<file path="src/rtl/mdu_pkg.sv">
// Shared types and constants for the M-extension sequential divider.
package mdu_pkg;

  localparam int XLEN  = 32;
  localparam int CNT_W = 5;

  localparam logic [XLEN-1:0] INT_MIN  = 32'h8000_0000;
  localparam logic [XLEN-1:0] ALL_ONES = '1;

  // Encoding matches funct3[1:0] of the divide instructions.
  typedef enum logic [1:0] {
    DIV  = 2'b00,
    DIVU = 2'b01,
    REM  = 2'b10,
    REMU = 2'b11
  } div_op_e;

  typedef enum logic [1:0] {
    IDLE = 2'b00,
    CALC = 2'b01,
    DONE = 2'b10
  } div_state_e;

endpackage

</file>
<file path="src/rtl/mdu_div_seq_step.sv">
// One restoring shift-subtract iteration on unsigned magnitudes.
module div_step #(
  parameter int XLEN = 32
) (
  input  logic [XLEN-1:0] rem_i,
  input  logic [XLEN-1:0] quo_i,
  input  logic [XLEN-1:0] divisor_i,
  output logic [XLEN-1:0] rem_o,
  output logic [XLEN-1:0] quo_o
);

  logic [XLEN:0] shifted;
  logic [XLEN:0] diff;

  // Shift {rem,quo} left one bit, then subtract the divisor when it fits.
  always_comb begin
    // NOTE: every output gets a default before the conditional update so no latch is inferred.
    shifted = {rem_i, quo_i[XLEN-1]};
    diff    = shifted - {1'b0, divisor_i};
    rem_o   = shifted[XLEN-1:0];
    quo_o   = {quo_i[XLEN-2:0], 1'b0};
    if (shifted >= {1'b0, divisor_i}) begin
      rem_o    = diff[XLEN-1:0];
      quo_o[0] = 1'b1;
    end
  end

endmodule

</file>
<file path="src/rtl/mdu_div_seq.sv">
// Multi-cycle DIV/DIVU/REM/REMU sequencer: IDLE -> CALC (32 iterations) -> DONE.
// Optional build macro MDU_DIV_EARLY_OUT_EN: divide-by-zero and signed overflow
// skip CALC and go straight to DONE from IDLE. Results are identical either way.
module mdu_div_seq #(
  parameter int XLEN  = 32,
  parameter int CNT_W = 5
) (
  input  logic            clk,
  input  logic            rst,
  input  logic            start,
  input  logic [1:0]      op,
  input  logic [XLEN-1:0] dividend,
  input  logic [XLEN-1:0] divisor,
  input  logic            kill,
  output logic            busy,
  output logic            stall,
  output logic            done,
  output logic [XLEN-1:0] result
);

  import mdu_pkg::*;

  localparam logic [XLEN-1:0]  SIGN_MIN  = {1'b1, {(XLEN-1){1'b0}}};
  localparam logic [XLEN-1:0]  ALL_SET   = '1;
  localparam logic [CNT_W-1:0] LAST_ITER = CNT_W'(XLEN-1);

  div_state_e       state_q;
  div_op_e          op_q;
  logic [CNT_W-1:0] cnt_q;
  logic             neg_q_q;     // quotient needs negation
  logic             neg_r_q;     // remainder needs negation (dividend was negative)
  logic             by_zero_q;
  logic             ovf_q;
  logic [XLEN-1:0]  rem_q;
  logic [XLEN-1:0]  quo_q;
  logic [XLEN-1:0]  divisor_q;
  logic [XLEN-1:0]  result_q;
  logic             done_q;

  logic [XLEN-1:0]  rem_d;
  logic [XLEN-1:0]  quo_d;

  // Decode of the incoming request, used only on the accepting edge.
  logic             in_signed;
  logic             in_neg_a;
  logic             in_neg_b;
  logic [XLEN-1:0]  in_abs_a;
  logic [XLEN-1:0]  in_abs_b;
  logic             in_by_zero;
  logic             in_ovf;

  assign in_signed  = ~op[0];
  assign in_neg_a   = in_signed & dividend[XLEN-1];
  assign in_neg_b   = in_signed & divisor[XLEN-1];
  assign in_abs_a   = in_neg_a ? -dividend : dividend;
  assign in_abs_b   = in_neg_b ? -divisor  : divisor;
  assign in_by_zero = (divisor == '0);
  assign in_ovf     = in_signed & (dividend == SIGN_MIN) & (divisor == ALL_SET);

  div_step #(.XLEN(XLEN)) u_step (
    .rem_i     (rem_q),
    .quo_i     (quo_q),
    .divisor_i (divisor_q),
    .rem_o     (rem_d),
    .quo_o     (quo_d)
  );

  // Apply signs to the magnitudes, then let the special cases override.
  // With a zero divisor the restoring loop leaves |dividend| in the remainder,
  // so re-applying the dividend sign returns the dividend unmodified.
  function automatic logic [XLEN-1:0] fix_up(
    input logic            want_rem,
    input logic            neg_quo,
    input logic            neg_rem,
    input logic            by_zero,
    input logic            overflow,
    input logic [XLEN-1:0] q_mag,
    input logic [XLEN-1:0] r_mag
  );
    logic [XLEN-1:0] q;
    logic [XLEN-1:0] r;
    q = neg_quo ? -q_mag : q_mag;
    r = neg_rem ? -r_mag : r_mag;
    if (by_zero) begin
      q = ALL_SET;
    end
    if (overflow) begin
      q = SIGN_MIN;
      r = '0;
    end
    return want_rem ? r : q;
  endfunction

  // Sequencer: request capture, iteration, result fix-up and done pulse.
  always_ff @(posedge clk or negedge rst) begin
    // NOTE: the datapath registers are reset as well, so result reads 0 after reset.
    if (!rst) begin
      state_q   <= IDLE;
      op_q      <= DIV;
      cnt_q     <= '0;
      neg_q_q   <= 1'b0;
      neg_r_q   <= 1'b0;
      by_zero_q <= 1'b0;
      ovf_q     <= 1'b0;
      rem_q     <= '0;
      quo_q     <= '0;
      divisor_q <= '0;
      result_q  <= '0;
      done_q    <= 1'b0;
    end else begin
      // NOTE: non-blocking assignments, so every register here samples pre-edge values.
      done_q <= 1'b0;
      if (kill) begin
        state_q <= IDLE;
      end else begin
        case (state_q)
          IDLE: begin
            if (start) begin
              op_q      <= div_op_e'(op);
              neg_q_q   <= in_neg_a ^ in_neg_b;
              neg_r_q   <= in_neg_a;
              by_zero_q <= in_by_zero;
              ovf_q     <= in_ovf;
              rem_q     <= '0;
              quo_q     <= in_abs_a;
              divisor_q <= in_abs_b;
              cnt_q     <= '0;
`ifdef MDU_DIV_EARLY_OUT_EN
              if (in_by_zero || in_ovf) begin
                state_q  <= DONE;
                done_q   <= 1'b1;
                result_q <= fix_up(op[1], in_neg_a ^ in_neg_b, in_neg_a,
                                   in_by_zero, in_ovf, ALL_SET, in_abs_a);
              end else begin
                state_q <= CALC;
              end
`else
              state_q <= CALC;
`endif
            end
          end
          CALC: begin
            rem_q <= rem_d;
            quo_q <= quo_d;
            cnt_q <= cnt_q + 1'b1;
            if (cnt_q == LAST_ITER) begin
              state_q  <= DONE;
              done_q   <= 1'b1;
              result_q <= fix_up(op_q[1], neg_q_q, neg_r_q, by_zero_q, ovf_q,
                                 quo_d, rem_d);
            end
          end
          DONE: begin
            state_q <= IDLE;
          end
          default: begin
            state_q <= IDLE;
          end
        endcase
      end
    end
  end

  assign busy   = (state_q != IDLE);
  // Combinational from start so the requesting instruction holds in its first cycle.
  assign stall  = ((state_q == IDLE) & start & ~kill) | (state_q == CALC);
  assign done   = done_q;
  assign result = result_q;

endmodule

</file>
<file path="config.mk">
export PLATFORM = sky130hd
export DESIGN_NAME = mdu_div_seq
export DESIGN_NICKNAME = d
export VERILOG_FILES = /design/src/rtl/mdu_pkg.sv /design/src/rtl/mdu_div_seq_step.sv /design/src/rtl/mdu_div_seq.sv
export SDC_FILE = /design/constraint.sdc
export NUM_CORES = 1
export LEC_CHECK = 0
export BUFFER_PORTS_ARGS = -buffer_cell sky130_fd_sc_hd__buf_4
export CAP_MARGIN = 10
export CORE_AREA = 10 10 157 159
export DETAILED_ROUTE_END_ITERATION = 16
export DIE_AREA = 0 0 167 169
export PLACE_DENSITY = 0.75
export REMOVE_ABC_BUFFERS = 1
export SYNTH_ARGS = -nofsm -noshare
export SYNTH_HDL_FRONTEND = slang
export SYNTH_SLANG_ARGS = --single-unit
</file>
<file path="constraint.sdc">
create_clock -name clk -period 5 [get_ports clk]
set_clock_uncertainty 0.05 [all_clocks]
set_input_delay 1 -clock clk [delete_from_list [all_inputs] [get_ports clk]]
set_output_delay 1 -clock clk [all_outputs]
set_load 0.03 [all_outputs]
</file>
==> flow_summary.yaml <==
floorplanning:
  initial_core_util: 0.538
  core_mm2: 0.0216
  placementRows: 54
  dieHeight_um: 169
  ios: 105
  die_w_um: 167
  dieArea_mm2: 0.0282
placed_design:
  gp_congestion: 1.00
  post_dp_cell_area_mm2: 0.0126
  detailed_place_hpwl_um: 27800
  place.port_buffers: 104
  post-place-ws_ns: 0.116
synth:
  synthFlopType: "dfrtp_1"
  synth_cells: 1462
  synth_edf_count: 0
  synth_warnings: 0
  synth.distinct_cells: 96
  syn_avg_cell_area_um2: 7.93
  netlist_area_mm2: 0.0116
  synth_seq_cells: 141
  seq_area_frac_synth: 0.304
  async_flop_share: 1.00
setup_path:
  crit_path_cell_trace: "ha_2 > and3_1 > and3b_1 > a41oi_1 > o31a_1 > nand2_4 > inv_4 > mux2i_2 > ha_2 > nand3_1 > or4_1 > nor4_1 > buf_4 > o221ai_2 > o41ai_2 > xnor2_1 > a221oi_2 > a21o_1"
  endpoint: "result[28]"
  cp.required_ns: 5.28
  reg2reg_depth: 18
  critPathSlowestCell: "or4_1"
  reg2reg_from: "rem_q[14]"
  startpoint: "rem_q[14]"
  path_common_cell: "ha_2"
  cp-start-kind: "register"
  path_class: "reg2reg"
  arrival_ns: 5.08
  critPathCaptureType: "register"
  timing.rr.end: "result[28]"
  r2r_slack_ns: 0.20
  path_max_fanout: 10
  cp_slowest_stage_delay_ns: 0.44
clock_tree:
  cts.sinks: 141
  cts_buffer_depth: 2
  cts_hold_buf: 0
  cts_tree: "yes"
  clk_pin_slew_ns: 0.07
  cts_buffers: 17
  ctsRootBufferMaster: "clkbuf_16"
  htree_levels: 4
  clkLatencyLatePin_ns: 0.44
timing:
  tightest_slew_ns: 1.12
  min_period_ns: 4.80
  maxSlewHeadroom: 0.252
  fmax_mhz: 208
  setup_viol: 0
  setup_slack_ns: 0.197
  min_period_over_period: 0.961
  maxSlewViolCount: 0
  hold_viol: 0
finish:
  antennaDiodeCount: 0
  final_nets: 1648
  layout_commonest_cell: "nand2_1"
  design_area_mm2: 0.0133
  mostFrequentLayoutCells: "nand2_1, o21ai_0, dfrtp_1, buf_4, a21oi_1"
  syn2layout_area_growth_pct: 15.1
  drive_above_1_share: 0.152
global_routing:
  grt_max_degree: 72
  grtUsageTotal: 0.248
  overflow: 0
  antenna_found_initial: 0
  grt_pass1_vias: 10857
  grt_pass1_wl_um: 57800
drt:
  drc: 0
  ant_nets: 0
  viasPerCell: 6.18
  drtIter0Drc: 901
  drtPass1Iterations: 5
  wl_per_cell_um: 19.7
  drt_wl_total_um: 36100
  via_count: 11320
pwr:
  ir_worst_vdd_mv: 0.367
  p_per_area_mw_per_mm2: 578
  p_leak_nw: 5.86
hold_path:
  min-delay-path-class: "reg2reg"
  holdPathStages: 2
flow_run:
  maxCapViolCount: 0
status:
  outcome: "complete, no violations"
==> cell families after synthesis <==
kind of cell,after synthesis,share of synthesized area
buffers and inverters,140,0.0488
flip-flops,141,0.304
adder cells (fa/ha/maj),40,0.0438
AO/OA/AOI/OAI,487,0.278
XOR/XNOR,129,0.0974
AND/OR/NAND/NOR,505,0.210
multiplexers,20,0.0176
==> metrics by stage <==
stage          utilization  hold slack [ns]  cells  total power, mW  setup TNS [ns]
2_1_floorplan            -            0.400   1381             4.85               0
3_3_place_gp         0.586            0.411   1793             6.13               0
3_5_place_dp         0.586            0.419   1793             6.17               0
4_1_cts              0.614            0.435   1825             7.54               0
5_1_grt              0.619            0.454   1831             8.24         -0.0221
6_report             0.619            0.430   1831             7.71               0
==> power breakdown <==
group | internal, mW | leakage (nW) | switching, mW
logic | 1.73 | 3.73 | 2.98
clock network | 0.776 | 0.289 | 0.571
registers | 1.37 | 1.85 | 0.286
==> registers in the layout, summed over array words and instances (netlist names) <==
name / count
divisor_q: 32
rem_q: 32
neg_q_q: 1
done: 1
neg_r_q: 1
by_zero_q: 1
quo_q: 32
state_q: 2
cnt_q: 5
result: 32
ovf_q: 1
op_q: 1
==> layout make-up <==
| cell class | count | area (um^2) |
|---|---|---|
| Multi-Input combinational cell | 1181 | 7590 |
| Clock inverter | 12 | 149 |
| Sequential cell | 141 | 3530 |
| Clock buffer | 20 | 457 |
| Inverter | 59 | 224 |
| Tap cell | 280 | 350 |
| Fill cell | 1925 | 8210 |
| Timing Repair Buffer | 138 | 1040 |
==> layer usage <==
metal / routed length (um) / global-route usage
met5: 0 / 0
met4: 1200 / 0.0981
met3: 1940 / 0.0366
met2: 17200 / 0.408
met1: 15700 / 0.320
==> Yosys cell counts, types with 4 or more instances <==
cell,n,share of area
xnor2_1,68,0.051
buf_1,6,0.0019
and3_1,12,0.0065
a22o_1,11,0.0083
xor2_1,61,0.046
nor3_1,33,0.014
clkbuf_1,54,0.017
nand2_1,193,0.062
a211oi_1,7,0.0045
a31oi_1,7,0.0038
o2111ai_1,4,0.0030
nand3_1,19,0.0082
buf_2,18,0.0078
nor2_1,107,0.035
nand4_1,24,0.013
o41ai_1,6,0.0045
o21bai_1,4,0.0026
or3_1,28,0.015
o31a_1,5,0.0038
dfrtp_1,141,0.30
nor2b_1,7,0.0038
mux2i_1,17,0.015
nor4_1,23,0.012
inv_1,58,0.019
or2_2,9,0.0049
o21ai_1,10,0.0043
a221oi_1,15,0.011
a21oi_1,134,0.058
ha_1,39,0.042
o21ai_0,162,0.070
nor3b_1,4,0.0026
or4_1,11,0.0071
a21o_1,24,0.016
o211ai_1,6,0.0039
nand2b_1,10,0.0054
o21a_1,6,0.0039
a221o_1,6,0.0052
and2_1,4,0.0022
o31ai_1,22,0.014
==> critical path, delay by kind of cell (launching register included) <==
kind,cells,cell delay [ns]
AO/OA/AOI/OAI,6,1.48
AND/OR/NAND/NOR,6,1.36
adder cells (fa/ha/maj),2,0.62
flip-flops,1,0.43
buffers and inverters,2,0.28
multiplexers,1,0.28
XOR/XNOR,1,0.19
==> how the worst min path moves through the flow <==
| stage | startpoint | end | slack, ns |
|---|---|---|---|
| final | divisor_q[17] | divisor_q[17] | 0.43 |
| after global routing | result[16] | result[16] | 0.45 |
| after CTS | divisor_q[20] | divisor_q[20] | 0.43 |
| after detailed placement | result[15] | result[15] | 0.42 |
| after global placement | result[25] | result[25] | 0.41 |
| after floorplan | divisor_q[10] | divisor_q[10] | 0.40 |
==> timing repair <==
item,in CTS,in global routing
buffers inserted,0,6
endpoints found under the setup margin,0,8
gates resized for setup,0,25
(Power assumes the default switching activity.)
